<file path="config.mk">
export PLATFORM = sky130hd
export DESIGN_NAME = dvp_tx
export DESIGN_NICKNAME = d
export VERILOG_FILES = /design/src/rtl/dvp_tx.sv
export SDC_FILE = /design/constraint.sdc
export NUM_CORES = 1
export LEC_CHECK = 0
export CORE_ASPECT_RATIO = 1.25
export CORE_MARGIN = 3
export CORE_UTILIZATION = 49
export DETAILED_ROUTE_END_ITERATION = 8
export HOLD_SLACK_MARGIN = 0.06
export PLACE_DENSITY = 0.75
export SYNTH_ARGS = -nofsm -noshare
export SYNTH_HDL_FRONTEND = slang
export SYNTH_SLANG_ARGS = --single-unit
</file>
<file path="constraint.sdc">
create_clock -name clk -period 2.5 [get_ports clk]
set_clock_uncertainty 0.05 [all_clocks]
set_input_delay 0.75 -clock clk [delete_from_list [all_inputs] [get_ports clk]]
set_output_delay 0.75 -clock clk [all_outputs]
set_load 0.005 [all_outputs]
</file>
<file path="src/rtl/dvp_tx.sv">
// dvp_tx: serialises a valid/ready RGB888 pixel stream into framed DVP timing
// (pclk = clk/2, 3 bytes per pixel in R,G,B order, one byte per pclk slot).
// Optional colour-bar source: define DVP_TX_PATTERN_EN to add input pattern_en.
module dvp_tx #(
    parameter int WIDTH   = 1280,
    parameter int HEIGHT  = 720,
    parameter int H_BLANK = 64,
    parameter int V_SYNC  = 4,
    parameter int V_BACK  = 16,
    parameter int V_FRONT = 8
) (
    input  logic        clk,
    input  logic        rst_n,
    input  logic        start,
`ifdef DVP_TX_PATTERN_EN
    input  logic        pattern_en,
`endif
    input  logic        pix_valid,
    input  logic [23:0] pix_data,
    output logic        pix_ready,
    output logic        pclk,
    output logic        vsync,
    output logic        href,
    output logic [7:0]  data,
    output logic        busy,
    output logic        frame_done,
    output logic        underrun
);

    localparam int L      = WIDTH * 3 + H_BLANK;
    localparam int V_SB   = (V_SYNC > V_BACK) ? V_SYNC : V_BACK;
    localparam int V_MAX  = (V_SB > V_FRONT) ? V_SB : V_FRONT;
    localparam int C_MAX  = (V_MAX > 1) ? V_MAX * L : L;
    localparam int CW     = (C_MAX > 1) ? $clog2(C_MAX) : 1;
    localparam int RW     = (HEIGHT > 0) ? $clog2(HEIGHT + 1) : 1;

    localparam logic [CW-1:0] SYNC_LAST  = CW'(V_SYNC * L - 1);
    localparam logic [CW-1:0] BACK_LAST  = CW'(V_BACK * L - 1);
    localparam logic [CW-1:0] FRONT_LAST = CW'(V_FRONT * L - 1);
    localparam logic [CW-1:0] ACT_LAST   = CW'(WIDTH * 3 - 1);
    localparam logic [CW-1:0] HBL_LAST   = CW'(H_BLANK - 1);
    localparam logic [RW-1:0] ROW_LAST   = RW'(HEIGHT - 1);
    localparam bit            HAS_BACK   = (V_BACK > 0);
    localparam bit            HAS_FRONT  = (V_FRONT > 0);

    typedef enum logic [2:0] {
        S_IDLE,
        S_VSYNC,
        S_VBACK,
        S_ACTIVE,
        S_HBLANK,
        S_VFRONT
    } state_t;

    state_t          state_q;
    logic            pclk_q;
    logic            vsync_q;
    logic            href_q;
    logic [7:0]      data_q;
    logic            pix_ready_q;
    logic            busy_q;
    logic            frame_done_q;
    logic            underrun_q;
    logic            start_pend_q;
    logic [CW-1:0]   col_q;
    logic [RW-1:0]   row_q;
    logic [1:0]      byte_q;
    logic [15:0]     gb_q;

    logic            col_last;
    logic            starts_r;
    logic            pix_ok;
    logic [23:0]     pix_word;

`ifdef DVP_TX_PATTERN_EN
    localparam int BAR_W = (WIDTH >= 8) ? WIDTH / 8 : 1;
    localparam int BCW   = (BAR_W > 1) ? $clog2(BAR_W) : 1;
    localparam logic [BCW-1:0] BAR_LAST = BCW'(BAR_W - 1);

    logic [2:0]      bar_q;
    logic [BCW-1:0]  bar_cnt_q;
    logic [2:0]      cur_bar;
    logic [BCW-1:0]  cur_cnt;
`endif

    assign pclk       = pclk_q;
    assign vsync      = vsync_q;
    assign href       = href_q;
    assign data       = data_q;
    assign pix_ready  = pix_ready_q;
    assign busy       = busy_q;
    assign frame_done = frame_done_q;
    assign underrun   = underrun_q;

    // End-of-state detection and "next pclk fall starts an R byte" prediction.
    // State only changes on pclk falls, so the prediction made on the rising
    // edge still holds at the following fall.
    always_comb begin
        col_last = 1'b0;
        starts_r = 1'b0;
        case (state_q)
            S_VSYNC: begin
                col_last = (col_q == SYNC_LAST);
                starts_r = col_last & ~HAS_BACK;
            end
            S_VBACK: begin
                col_last = (col_q == BACK_LAST);
                starts_r = col_last;
            end
            S_ACTIVE: begin
                col_last = (col_q == ACT_LAST);
                starts_r = (byte_q == 2'd2) & ~col_last;
            end
            S_HBLANK: begin
                col_last = (col_q == HBL_LAST);
                starts_r = col_last & (row_q != ROW_LAST);
            end
            S_VFRONT: begin
                col_last = (col_q == FRONT_LAST);
            end
            default: begin
                col_last = 1'b0;
            end
        endcase
    end

    // Pixel source selection: handshake stream, or colour bars when enabled.
    always_comb begin
        pix_ok   = pix_ready_q & pix_valid;
        pix_word = pix_data;
`ifdef DVP_TX_PATTERN_EN
        cur_bar  = (state_q == S_ACTIVE) ? bar_q : 3'd0;
        cur_cnt  = (state_q == S_ACTIVE) ? bar_cnt_q : '0;
        if (pattern_en) begin
            pix_ok   = 1'b1;
            pix_word = {{8{~cur_bar[1]}}, {8{~cur_bar[2]}}, {8{~cur_bar[0]}}};
        end
`endif
    end

    // Frame FSM with registered DVP outputs; timing advances on pclk falls.
    always_ff @(posedge clk) begin
        if (!rst_n) begin
            state_q      <= S_IDLE;
            pclk_q       <= 1'b0;
            vsync_q      <= 1'b0;
            href_q       <= 1'b0;
            data_q       <= '0;
            pix_ready_q  <= 1'b0;
            busy_q       <= 1'b0;
            frame_done_q <= 1'b0;
            underrun_q   <= 1'b0;
            start_pend_q <= 1'b0;
            col_q        <= '0;
            row_q        <= '0;
            byte_q       <= '0;
            gb_q         <= '0;
`ifdef DVP_TX_PATTERN_EN
            bar_q        <= '0;
            bar_cnt_q    <= '0;
`endif
        end else begin
            pclk_q       <= ~pclk_q;
            frame_done_q <= 1'b0;
            if (state_q == S_IDLE && start) begin
                start_pend_q <= 1'b1;
            end
            if (!pclk_q) begin
`ifdef DVP_TX_PATTERN_EN
                pix_ready_q <= starts_r & ~pattern_en;
`else
                pix_ready_q <= starts_r;
`endif
            end else begin
                pix_ready_q <= 1'b0;
                case (state_q)
                    S_IDLE: begin
                        if (start_pend_q) begin
                            state_q      <= S_VSYNC;
                            vsync_q      <= 1'b1;
                            busy_q       <= 1'b1;
                            underrun_q   <= 1'b0;
                            start_pend_q <= 1'b0;
                            col_q        <= '0;
                            row_q        <= '0;
                        end
                    end
                    S_VSYNC: begin
                        if (col_last) begin
                            vsync_q <= 1'b0;
                            col_q   <= '0;
                            if (HAS_BACK) begin
                                state_q <= S_VBACK;
                            end else begin
                                state_q <= S_ACTIVE;
                                href_q  <= 1'b1;
                            end
                        end else begin
                            col_q <= col_q + CW'(1);
                        end
                    end
                    S_VBACK: begin
                        if (col_last) begin
                            state_q <= S_ACTIVE;
                            href_q  <= 1'b1;
                            col_q   <= '0;
                        end else begin
                            col_q <= col_q + CW'(1);
                        end
                    end
                    S_ACTIVE: begin
                        if (col_last) begin
                            state_q <= S_HBLANK;
                            href_q  <= 1'b0;
                            data_q  <= '0;
                            col_q   <= '0;
                        end else begin
                            col_q <= col_q + CW'(1);
                            if (byte_q != 2'd2) begin
                                byte_q <= byte_q + 2'd1;
                                data_q <= (byte_q == 2'd0) ? gb_q[15:8] : gb_q[7:0];
                            end
                        end
                    end
                    S_HBLANK: begin
                        if (col_last) begin
                            col_q <= '0;
                            if (row_q == ROW_LAST) begin
                                row_q <= '0;
                                if (HAS_FRONT) begin
                                    state_q <= S_VFRONT;
                                end else begin
                                    state_q      <= S_IDLE;
                                    busy_q       <= 1'b0;
                                    frame_done_q <= 1'b1;
                                end
                            end else begin
                                row_q   <= row_q + RW'(1);
                                state_q <= S_ACTIVE;
                                href_q  <= 1'b1;
                            end
                        end else begin
                            col_q <= col_q + CW'(1);
                        end
                    end
                    S_VFRONT: begin
                        if (col_last) begin
                            state_q      <= S_IDLE;
                            busy_q       <= 1'b0;
                            frame_done_q <= 1'b1;
                            col_q        <= '0;
                        end else begin
                            col_q <= col_q + CW'(1);
                        end
                    end
                    default: begin
                        state_q <= S_IDLE;
                    end
                endcase
                // R byte goes out on the same edge the pixel is taken; G/B are
                // parked in gb_q. A missing pixel is sent as zeros, never stalled.
                if (starts_r) begin
                    byte_q <= 2'd0;
                    if (pix_ok) begin
                        data_q <= pix_word[23:16];
                        gb_q   <= pix_word[15:0];
                    end else begin
                        data_q     <= '0;
                        gb_q       <= '0;
                        underrun_q <= 1'b1;
                    end
`ifdef DVP_TX_PATTERN_EN
                    if (cur_cnt == BAR_LAST) begin
                        bar_cnt_q <= '0;
                        bar_q     <= cur_bar + 3'd1;
                    end else begin
                        bar_cnt_q <= cur_cnt + BCW'(1);
                        bar_q     <= cur_bar;
                    end
`endif
                end
            end
        end
    end

endmodule

</file>
======== Word level (Yosys, flattened, before mapping) ========
Index checks and enable logic that the tools add are counted.
storage, ports and cells
  flip-flop bits (word level) ............. 63
  bits in latches ......................... 0
  bits in writable memories ............... 0
  memory bits (read-only) ................. 0
  input bits .............................. 28
  word-level logic and storage cells ...... 113
  memories kept ........................... 0
cells by class
  $add $sub $neg .......................... 3
  multiply operators ...................... 0
  div/mod/pow operators ................... 0
  $lt $le $gt $ge ......................... 0
  equal/unequal tests ..................... 22
  shift operators ......................... 0
  multiplexer cells ....................... 45
  bitwise gates (word level) .............. 6
  reductions and logical operators ........ 23
operator list
  cell                   number
  $mux 16                3
  $mux 8                 6
  $pmux 16 s2            1
  $mux 10                3
  $mux 3                 7
  $pmux 10 s2            1
  $pmux 3 s6             1
  $add 16x1->16 const B  1
  $eq 16x12->1 const B   1
  $eq 16x14->1 const B   1
  $eq 16x15->1 const B   1
  $eq 16x16->1 const B   1
  $eq 16x6->1 const B    1
  $ne 2x2->1 const B     8
  $reduce_and 4->1       4
  $mux 1                 14
  $reduce_bool 2->1      6
  $add 10x1->10 const B  1
  $eq 10x10->1 const B   1
  $ne 10x10->1 const B   1
  $reduce_and 3->1       3
  $mux 2                 4
  $reduce_and 7->1       1
  $eq 3x2->1 const B     2
  other kinds (18)       26

======== Logic depth before layout (Yosys ltp) ========
Gate-level depths: netlist (run 1).
  word-level depth ........................ 6
  mapped depth ............................ 10
  depth with buffers taken out ............ 8

======== Worst setup path after synthesis (run 1) ========
No wires, ideal clock.
  kind .................................... reg2reg
  start ................................... reg col_q[10]
  end ..................................... reg row_q[3]
  library setup time ...................... 86 ps
  arrival time ............................ 2240 ps
  required time ........................... 2364 ps
  path slack .............................. 124 ps
  stages on the path, launching flop included .. 9
  buffers on the path ..................... 2
  path through ............................ dfxtp_1 -> buf_4 -> or4b_4 -> nor4_4 -> and2_4 -> nor4_2 -> buf_6 -> or4_1 -> a211oi_1
between the ends
  word-level cells in the longest chain between the ends .. 4
  elaborated cells on any way between the ends .. 8
  classes of those cells .................. 6 x eq/ne; 1 x mux; 1 x reduce/logical
RTL lines
  what                                  line  RTL
  start: declaration                    65    logic [CW-1:0] col_q;
  start signal: assignment              199   col_q <= col_q + CW'(1);
  start signal: assignment              208   col_q <= col_q + CW'(1);
  start signal: assignment              218   col_q <= col_q + CW'(1);
  $eq 16x15->1 (tied with other cells)  119   col_last = (col_q == FRONT_LAST);
  $pmux 1 s5 *                          101   case (state_q)
  $ne 2x2->1 (no line) *                n/a
  $reduce_and 4->1 (no line) *          n/a
  end signal: assignment                238   row_q <= row_q + RW'(1);
  end: declaration                      66    logic [RW-1:0] row_q;
Mark *: on every way between the ends. The rest lies on a longest branch, timed or not.
A chain may end at the register's enable or synchronous reset.

======== Final worst setup path (run 1) ========
  start ................................... reg state_q[0]
  end ..................................... reg row_q[3]
between the ends
  word-level cells in the longest chain between the ends .. 4
  elaborated cells on any way between the ends .. 12
  classes of those cells .................. 7 x eq/ne; 2 x mux; 3 x reduce/logical
RTL lines
  what                                line  RTL
  start: declaration                  55    state_t state_q;
  start signal: assignment            144   state_q <= S_IDLE;
  start signal: assignment            179   state_q <= S_VSYNC;
  start signal: assignment            193   state_q <= S_VBACK;
  $eq 3x3->1 (tied with other cells)  101
  $pmux 1 s5                          101
  $ne 2x2->1 (no line)                n/a
  $reduce_and 4->1 (no line)          n/a
Parallel ways exist; a longest one is shown, timed or not.

==> results of run 1 <==
[final cells by class]
class                      instances  area, um2  area share
clock buffer                       9        124      0.0301
clock inverter                     7       72.6      0.0176
inverter                           7       26.3     0.00639
multi-input combinational        284       1790       0.436
sequential                        63       1260       0.307
tap                               85        106      0.0259
timing repair buffer              80        728       0.177
[state kept, by name, indices dropped and copies added (netlist names)]
signal        cells
col_q            16
gb_q             16
row_q            10
data              8
state_q           3
byte_q            2
busy              1
frame_done        1
href              1
pclk              1
pix_ready         1
start_pend_q      1
underrun          1
vsync             1
[power by group]
part / leakage, nW / internal [mW] / switching [mW]
clock network: 0.0956 / 0.461 / 0.415
logic: 0.848 / 0.0980 / 0.102
registers: 0.509 / 1.01 / 0.00567
[cells in the mapped netlist, drive strengths merged, types with 2 or more instances]
cell and instances:
a32oi 8, nor4b 2, and4 4, mux2 8, nor2b 2, inv 7, dfxtp 63, and2 4
nor3 10, o31ai 5, a311o 2, ha 4, o22ai 4, a211oi 9, clkbuf 21, nand2 37
nand3b 3, or4 3, nor2 15, o21ai 24, nand4 12, buf 9, a21o 2, xor2 7
a21oi 44, nand3 29, nor4 5, a31oi 5, and3 8, or3 13
[kinds of logic after synthesis]
kind of cell	Yosys count
compound gates	109
mux	9
simple gates	154
flops	63
fa+ha+maj	4
xor+xnor	8
buf+inv	37
[worst paths after layout]
check / startpoint / end / slack, ns
worst min register to register: gb_q[2] / gb_q[2] / 0.40
worst max register to register: state_q[0] / row_q[3] / 0.12
worst max-delay path: state_q[0] / row_q[3] / 0.12
worst min-delay path: gb_q[2] / gb_q[2] / 0.40
[worst register-to-register path: cells and delay by family (launching register included)]
family,cells,cell delay (ns)
AOI/OAI and AO/OA,1,0.22
buffers and inverters,1,0.19
DFF,1,0.31
and+or+nand+nor,5,1.53
[metrics by stage]
stage                     utilization  TNS (ns)  instance area [um2]  setup slack, ns
after floorplan                     -         0                 3170            0.124
after global placement          0.618         0                 3830            0.156
after detailed placement        0.618         0                 3830           0.0752
after CTS                       0.650         0                 4030           0.0277
after global routing            0.663   -0.0399                 4110          -0.0233
final                           0.663         0                 4110            0.118
[repair_timing]
item | 4_1_cts | 5_1_grt
setup endpoints to repair | 0 | 27
gates resized for setup | 0 | 12
buffers inserted | 0 | 4
[layer usage]
metal | part of all wire | wire [um]
met5 | 0 | 0
met4 | 0.022 | 182
met3 | 0.061 | 503
met2 | 0.52 | 4250
met1 | 0.40 | 3310
[layout by cell type, fill, tap and decap left out, drive strengths merged, types with 5 or more instances in the layout]
cell type | synthesis | final
dfxtp | 63 | 63
a21oi | 44 | 44
clkdlybuf4s50 | 0 | 42
buf | 9 | 38
nand2 | 37 | 37
nand3 | 29 | 29
o21ai | 24 | 24
nor2 | 15 | 15
or3 | 13 | 13
nand4 | 12 | 12
nor3 | 10 | 10
a211oi | 9 | 9
clkbuf | 21 | 9
mux2 | 8 | 8
a32oi | 8 | 8
inv | 7 | 8
and3 | 8 | 8
xor2 | 7 | 7
a31oi | 5 | 5
o31ai | 5 | 5
nor4 | 5 | 5
==> results.json, run 1 <==
{
  "crit_slowest_cell": "or4b_4",
  "yosysWarningCount": 0,
  "drc": 0,
  "grt_max_degree": 34,
  "overflow": 0,
  "ys.flop_type": "dfxtp_1",
  "synth_top_family_by_area": "simple AND/OR/NAND/NOR gates",
  "crit_path_start_kind": "flip-flop",
  "end_kind": "flip-flop",
  "clk_pin_slew_worst_paths_ns": 0.07,
  "async_flop_share": 0,
  "postRouteWirelength_um": 8250,
  "synth_top_area_cell": "dfxtp_1",
  "path_buf_inv": 1,
  "synth-edff-count": 0,
  "met2_usage": 0.406,
  "max-vdd-ir-drop_v": 0.000347,
  "die_h_um": 95.9,
  "muxShareOfSynthArea": 0.0316,
  "synth_compound_area_frac": 0.209,
  "worst_hold_path_type": "reg2reg",
  "power.leakage_nw": 1.45,
  "status": "finished, final reports clean",
  "power_mw": 2.10,
  "ys_types": 54,
  "whs_ns": 0.402,
  "area_growth_pct": 29.8,
  "final_nets": 477,
  "place_congestion": 0.917,
  "cts_hold_buf": 0,
  "worstPathRequired_ns": 2.71,
  "final.fill_count": 513,
  "finalCriticalPeriod_ns": 2.38,
  "tightest_slew_ns": 0.576,
  "drive_gt1_frac": 0.173,
  "diodes": 0,
  "grt_pass1_vias": 2945,
  "finalSetupViolCount": 0,
  "hold_viol": 0,
  "num_io_pins": 43,
  "slew_violations": 0,
  "grt_use_met1": 0.240,
  "antenna_found_initial": 0,
  "avgRoutedWirePerCell_um": 15.4,
  "ys_seq_area_frac": 0.398,
  "syn_area_per_cell_um2": 8.26,
  "reg2regPathDepth": 7,
  "ant_nets": 0,
  "die_x_um": 77.9,
  "synth_simple_gate_area_frac": 0.273,
  "final_cells": 535,
  "cts_root_buf": "clkbuf_8",
  "netlist_area_um2": 3170,
  "crit_cells": 7,
  "cp_slowest_stage_delay_ns": 0.54,
  "numCtsBuffers": 9,
  "fmax_ghz": 0.420,
  "synth_fa_ha_area_frac": 0.0158,
  "path_class": "reg2reg",
  "h-tree-depth": 3,
  "io_buffers": 42,
  "cts_tree": "done",
  "syn_nets": 416,
  "dieArea_um2": 7480,
  "grt_use_total": 0.220,
  "initial_core_util": 0.511,
  "worstPathMaxFanout": 20,
  "insertion_delay_ns": 0.34,
  "crit_path_cell_trace": "or4b_4, nor4_4, and2_4, nor4_2, buf_4, or4_1, a211oi_1",
  "syn_inst": 384,
  "via_per_inst": 5.94,
  "drt_pass1_iterations": 5,
  "yosys.area.top_type_share": 0.398,
  "drv_cap": 0,
  "core_um2": 6210,
  "ys_ff_latch": 63,
  "cp_data_arrival_time_ns": 2.59,
  "synth-xor-area-share": 0.0221,
  "drtIter0Drc": 191,
  "vias": 3176,
  "grt_pass1_wl_um": 13200,
  "dp_hpwl_um": 5720,
  "pwr_density_cell_nw_per_um2": 509,
  "numClockSinks": 63,
  "fin_crit_sh": 0.953,
  "hold_path_depth": 2,
  "fp-row-count": 32,
  "max_slew_margin": 0.616,
  "dp_cells": 514,
  "met3_usage": 0.0599,
  "crit_family": "simple AND/OR/NAND/NOR gates",
  "ys_top_cells_by_area": "dfxtp_1 (40%), a21oi_1 (6.8%), nand3_1 (4.6%)",
  "grt-busiest-layer": "met2",
  "cts.path.max_buffers": 2
}
No activity file was read; power rests on OpenSTA's default activity.
==> inputs of run 2 (changes only) <==
--- a/config.mk
+++ b/config.mk
@@ -8,9 +8,11 @@
 export CORE_ASPECT_RATIO = 1.25
 export CORE_MARGIN = 3
 export CORE_UTILIZATION = 49
+export CTS_CLUSTER_SIZE = 24
 export DETAILED_ROUTE_END_ITERATION = 8
 export HOLD_SLACK_MARGIN = 0.06
 export PLACE_DENSITY = 0.75
+export REMOVE_ABC_BUFFERS = 1
 export SYNTH_ARGS = -nofsm -noshare
 export SYNTH_HDL_FRONTEND = slang
 export SYNTH_SLANG_ARGS = --single-unit
==> results.json, run 2 (synthesized netlist as in run 1, its figures left out) <==
{
  "cts.path.max_buffers": 2,
  "insertion_delay_ns": 0.34,
  "pwr_density_cell_nw_per_um2": 508,
  "worstPathMaxFanout": 20,
  "status": "finished, final reports clean",
  "finalCriticalPeriod_ns": 2.40,
  "final_common_cell": "dfxtp_1",
  "initial_core_util": 0.511,
  "num_io_pins": 43,
  "tightest_slew_ns": 0.522,
  "h-tree-depth": 3,
  "met2_usage": 0.372,
  "rsz0062_at_grt": "true",
  "grt_use_met1": 0.271,
  "crit_path_cell_trace": "or4b_4, nor4_4, and2_4, nor4_2, buf_4, or4_1, a211oi_1",
  "finalSetupViolCount": 0,
  "worst_hold_path_type": "reg2reg",
  "grt_pass1_vias": 2864,
  "grt_use_total": 0.220,
  "final.setup.tns_ns": 0,
  "top_regs": "col_q: 16 flops, gb_q: 16 flops, row_q: 10 flops",
  "power.leakage_nw": 1.43,
  "worstPathRequired_ns": 2.70,
  "max_slew_margin": 0.652,
  "clk_pin_slew_worst_paths_ns": 0.07,
  "final_nets": 470,
  "numClockSinks": 63,
  "grt-busiest-layer": "met2",
  "cts_root_buf": "clkbuf_8",
  "path_class": "reg2reg",
  "drt_pass1_iterations": 4,
  "fmax_ghz": 0.416,
  "crit_slowest_cell": "or4b_4",
  "cts_tree": "done",
  "met3_usage": 0.0543,
  "dp_hpwl_um": 5780,
  "rrSetupSlack_ns": 0.1,
  "fin_crit_sh": 0.962,
  "drtIter0Drc": 202,
  "area_growth_pct": 27.0,
  "postRouteWirelength_um": 7940,
  "slew_violations": 0,
  "grt_pass1_wl_um": 13200,
  "core_um2": 6210,
  "ant_nets": 0,
  "grt_max_degree": 31,
  "reg2regPathDepth": 7,
  "drive_gt1_frac": 0.151,
  "vias": 3065,
  "cp_slowest_stage_delay_ns": 0.54,
  "hold_path_depth": 2,
  "numCtsBuffers": 9,
  "io_buffers": 42,
  "cp_data_arrival_time_ns": 2.60,
  "fp-row-count": 32,
  "hold_viol": 0,
  "die_h_um": 95.9,
  "antenna_found_initial": 0,
  "crit_path_start_kind": "flip-flop",
  "overflow": 0,
  "via_per_inst": 5.80,
  "die_x_um": 77.9,
  "drc": 0,
  "cts_hold_buf": 0,
  "final_cells": 528,
  "avgRoutedWirePerCell_um": 15.0,
  "place_congestion": 0.866,
  "dieArea_um2": 7480,
  "dp_cells": 512,
  "end_kind": "flip-flop",
  "layout_common_cells": "dfxtp_1 (63), a21oi_1 (42), clkdlybuf4s50_1 (42)",
  "diodes": 0,
  "drv_cap": 0,
  "max-vdd-ir-drop_v": 0.000370
}
-- run 2: final timing paths --
kind,from,to
max,state_q[0],row_q[4]
min,gb_q[1],gb_q[1]
max reg2reg,state_q[0],row_q[4]
min reg2reg,gb_q[1],gb_q[1]
-- run 2: per-stage QoR --
step | util | power [mW] | worst slack, ns | cell area [um2] | hold slack [ns]
after global routing | 0.649 | 2.12 | -0.0359 | 4030 | 0.427
after detailed placement | 0.614 | 1.22 | 0.0519 | 3810 | 0.395
after global placement | 0.614 | 1.22 | 0.150 | 3810 | 0.386
after CTS | 0.644 | 2.06 | 0.0520 | 4000 | 0.405
final | 0.649 | 2.05 | 0.0951 | 4030 | 0.404
after floorplan | - | 1.11 | -0.222 | 3040 | 0.378
-- run 2: worst max-delay path, delay by kind of cell (launching register included) --
family	cells	cell delay, ns
AND/OR/NAND/NOR	5	1.52
AO/OA/AOI/OAI	1	0.23
buffers and inverters	1	0.19
flip-flops	1	0.32
-- run 2: timing repair --
action | in CTS | in global routing
setup buffers | 0 | 0
gates resized for setup | 0 | 7
endpoints found under the setup margin | 0 | 19
-- run 2: per-layer routing --
| metal | vias up | wire [um] |
|---|---|---|
| met4 | 0 | 168 |
| met3 | 16 | 313 |
| met2 | 62 | 3950 |
| li1 | 1545 | - |
| met1 | 1442 | 3500 |
| met5 | - | 0 |
-- run 2: final cells by class --
type                            instances  area [um2]
Clock inverter                          6        61.3
Timing Repair Buffer                   73         666
Sequential cell                        63        1260
Fill cell                             524        2180
Tap cell                               85         106
Clock buffer                           10         128
Multi-Input combinational cell        284        1780
Inverter                                7        26.3
-- run 2: power breakdown --
part	internal (mW)	switching, mW
combinational	0.0863	0.0964
sequential	1.01	0.00655
clock	0.457	0.388
total	1.56	0.491
==> inputs of run 3 (changes only) <==
--- a/config.mk
+++ b/config.mk
@@ -11,6 +11,7 @@
 export CTS_CLUSTER_SIZE = 24
 export DETAILED_ROUTE_END_ITERATION = 8
 export HOLD_SLACK_MARGIN = 0.06
+export MAX_ROUTING_LAYER = met4
 export PLACE_DENSITY = 0.75
 export REMOVE_ABC_BUFFERS = 1
 export SYNTH_ARGS = -nofsm -noshare
==> results.json, run 3 (synthesized netlist as in run 1, its figures left out) <==
{
  "status": "finished, final reports clean",
  "whs_ns": 0.404,
  "tightest_slew_ns": 0.527,
  "worstPathMaxFanout": 20,
  "clk_pin_slew_worst_paths_ns": 0.07,
  "r2r_end": "row_q[4]",
  "worstPathRequired_ns": 2.70,
  "cts_tree": "done",
  "grt_pass1_vias": 2861,
  "numCtsBuffers": 9,
  "cp_data_arrival_time_ns": 2.60,
  "io_buffers": 42,
  "slew_violations": 0,
  "power.leakage_nw": 1.43,
  "via_per_inst": 5.80,
  "cp_slowest_stage_delay_ns": 0.54,
  "max-vdd-ir-drop_v": 0.000370,
  "max_slew_margin": 0.649,
  "rrSetupSlack_ns": 0.1,
  "postRouteWirelength_um": 7960,
  "die_x_um": 77.9,
  "finalCriticalPeriod_ns": 2.40,
  "finalSetupViolCount": 0,
  "end_kind": "flip-flop",
  "drt_pass1_iterations": 6,
  "final.fill_count": 524,
  "grt_use_total": 0.226,
  "dp_cells": 512,
  "dp_hpwl_um": 5780,
  "hold_viol": 0,
  "vias": 3060,
  "crit_slowest_cell": "or4b_4",
  "rr_startpoint": "state_q[0]",
  "grt_max_degree": 31,
  "fmax_ghz": 0.416,
  "layout_common_cells": "dfxtp_1 (63), a21oi_1 (42), clkdlybuf4s50_1 (42)",
  "grt_pass1_wl_um": 13200,
  "cts_setup_buffers": 0,
  "area_growth_pct": 27.0,
  "seq_area_um2": 1260,
  "avgRoutedWirePerCell_um": 15.1,
  "diodes": 0,
  "crit_path_cell_trace": "or4b_4, nor4_4, and2_4, nor4_2, buf_4, or4_1, a211oi_1",
  "worst_hold_path_type": "reg2reg",
  "place_congestion": 0.880,
  "final_common_cell": "dfxtp_1",
  "multi_input_area_um2": 1780,
  "final_nets": 470,
  "cts_root_buf": "clkbuf_8",
  "cp-startpoint": "state_q[0]",
  "fin_crit_sh": 0.962,
  "h-tree-depth": 3,
  "cts_hold_buf": 0,
  "cts.path.max_buffers": 2,
  "drc": 0,
  "numClockSinks": 63,
  "final_cells": 528,
  "insertion_delay_ns": 0.34,
  "drv_cap": 0,
  "setup.worst_path.end": "row_q[4]",
  "ant_nets": 0,
  "reg2regPathDepth": 7,
  "fp-row-count": 32,
  "die_h_um": 95.9,
  "overflow": 0,
  "crit_path_start_kind": "flip-flop",
  "cts_resized": 0,
  "core_um2": 6210,
  "rsz0062_at_grt": "true",
  "drive_gt1_frac": 0.151,
  "antenna_found_initial": 0,
  "pwr_density_cell_nw_per_um2": 508,
  "num_io_pins": 43,
  "initial_core_util": 0.511,
  "dieArea_um2": 7480,
  "path_class": "reg2reg",
  "top_regs": "col_q: 16 flops, gb_q: 16 flops, row_q: 10 flops",
  "drtIter0Drc": 201
}
==> run 3: cell counts in the layout (fill, tap and decap cells not counted) <==
Identical to the previous run, type by type.
==> run 3: through the flow <==
step | power, mW | worst slack [ns] | area, um2 | utilization | setup TNS, ns
after CTS | 2.06 | 0.0520 | 4000 | 0.644 | 0
after detailed placement | 1.22 | 0.0519 | 3810 | 0.614 | 0
final | 2.05 | 0.0954 | 4030 | 0.649 | 0
after global placement | 1.22 | 0.150 | 3810 | 0.614 | 0
after global routing | 2.12 | -0.0359 | 4030 | 0.649 | -0.0725
after floorplan | 1.11 | -0.222 | 3040 | - | -2.15
==> run 3: critical path: cells and delay by family (launching register included) <==
| kind | cells | cell delay (ns) |
|---|---|---|
| DFF | 1 | 0.32 |
| and+or+nand+nor | 5 | 1.52 |
| buffers and inverters | 1 | 0.19 |
| AOI/OAI and AO/OA | 1 | 0.23 |
==> run 3: how the worst min path moves through the flow <==
stage                  start  depth (start not counted)  slack (ns)       end
finish               gb_q[1]                          2        0.40   gb_q[1]
global route         gb_q[3]                          2        0.43   gb_q[3]
CTS                 gb_q[10]                          2        0.41  gb_q[10]
detailed placement  gb_q[10]                          2        0.40  gb_q[10]
global placement     gb_q[7]                          2        0.39   gb_q[7]
floorplan           gb_q[10]                          2        0.38  gb_q[10]
==> run 3: final cells by class <==
| class | count | area share |
|---|---|---|
| timing repair buffer | 73 | 0.165 |
| clock inverter | 6 | 0.0152 |
| sequential | 63 | 0.313 |
| multi-input combinational | 284 | 0.442 |
| tap | 85 | 0.0264 |
| inverter | 7 | 0.00652 |
| clock buffer | 10 | 0.0317 |
==> run 3: routing by layer <==
metal  up-vias  routed length (um)  GRT usage
li1       1545                   -          -
met1      1438                3500      0.271
met2        62                3990      0.373
met3        15                 303     0.0543
met4         0                 166     0.0816
met5         -                   0          -
==> run 3: power breakdown <==
part / switching, mW / internal, mW / leakage, nW / total [mW]
Clock: 0.388 / 0.457 / 0.0960 / 0.845
Sequential: 0.00652 / 1.01 / 0.508 / 1.02
Combinational: 0.0968 / 0.0864 / 0.823 / 0.183
Total: 0.491 / 1.56 / 1.43 / 2.05
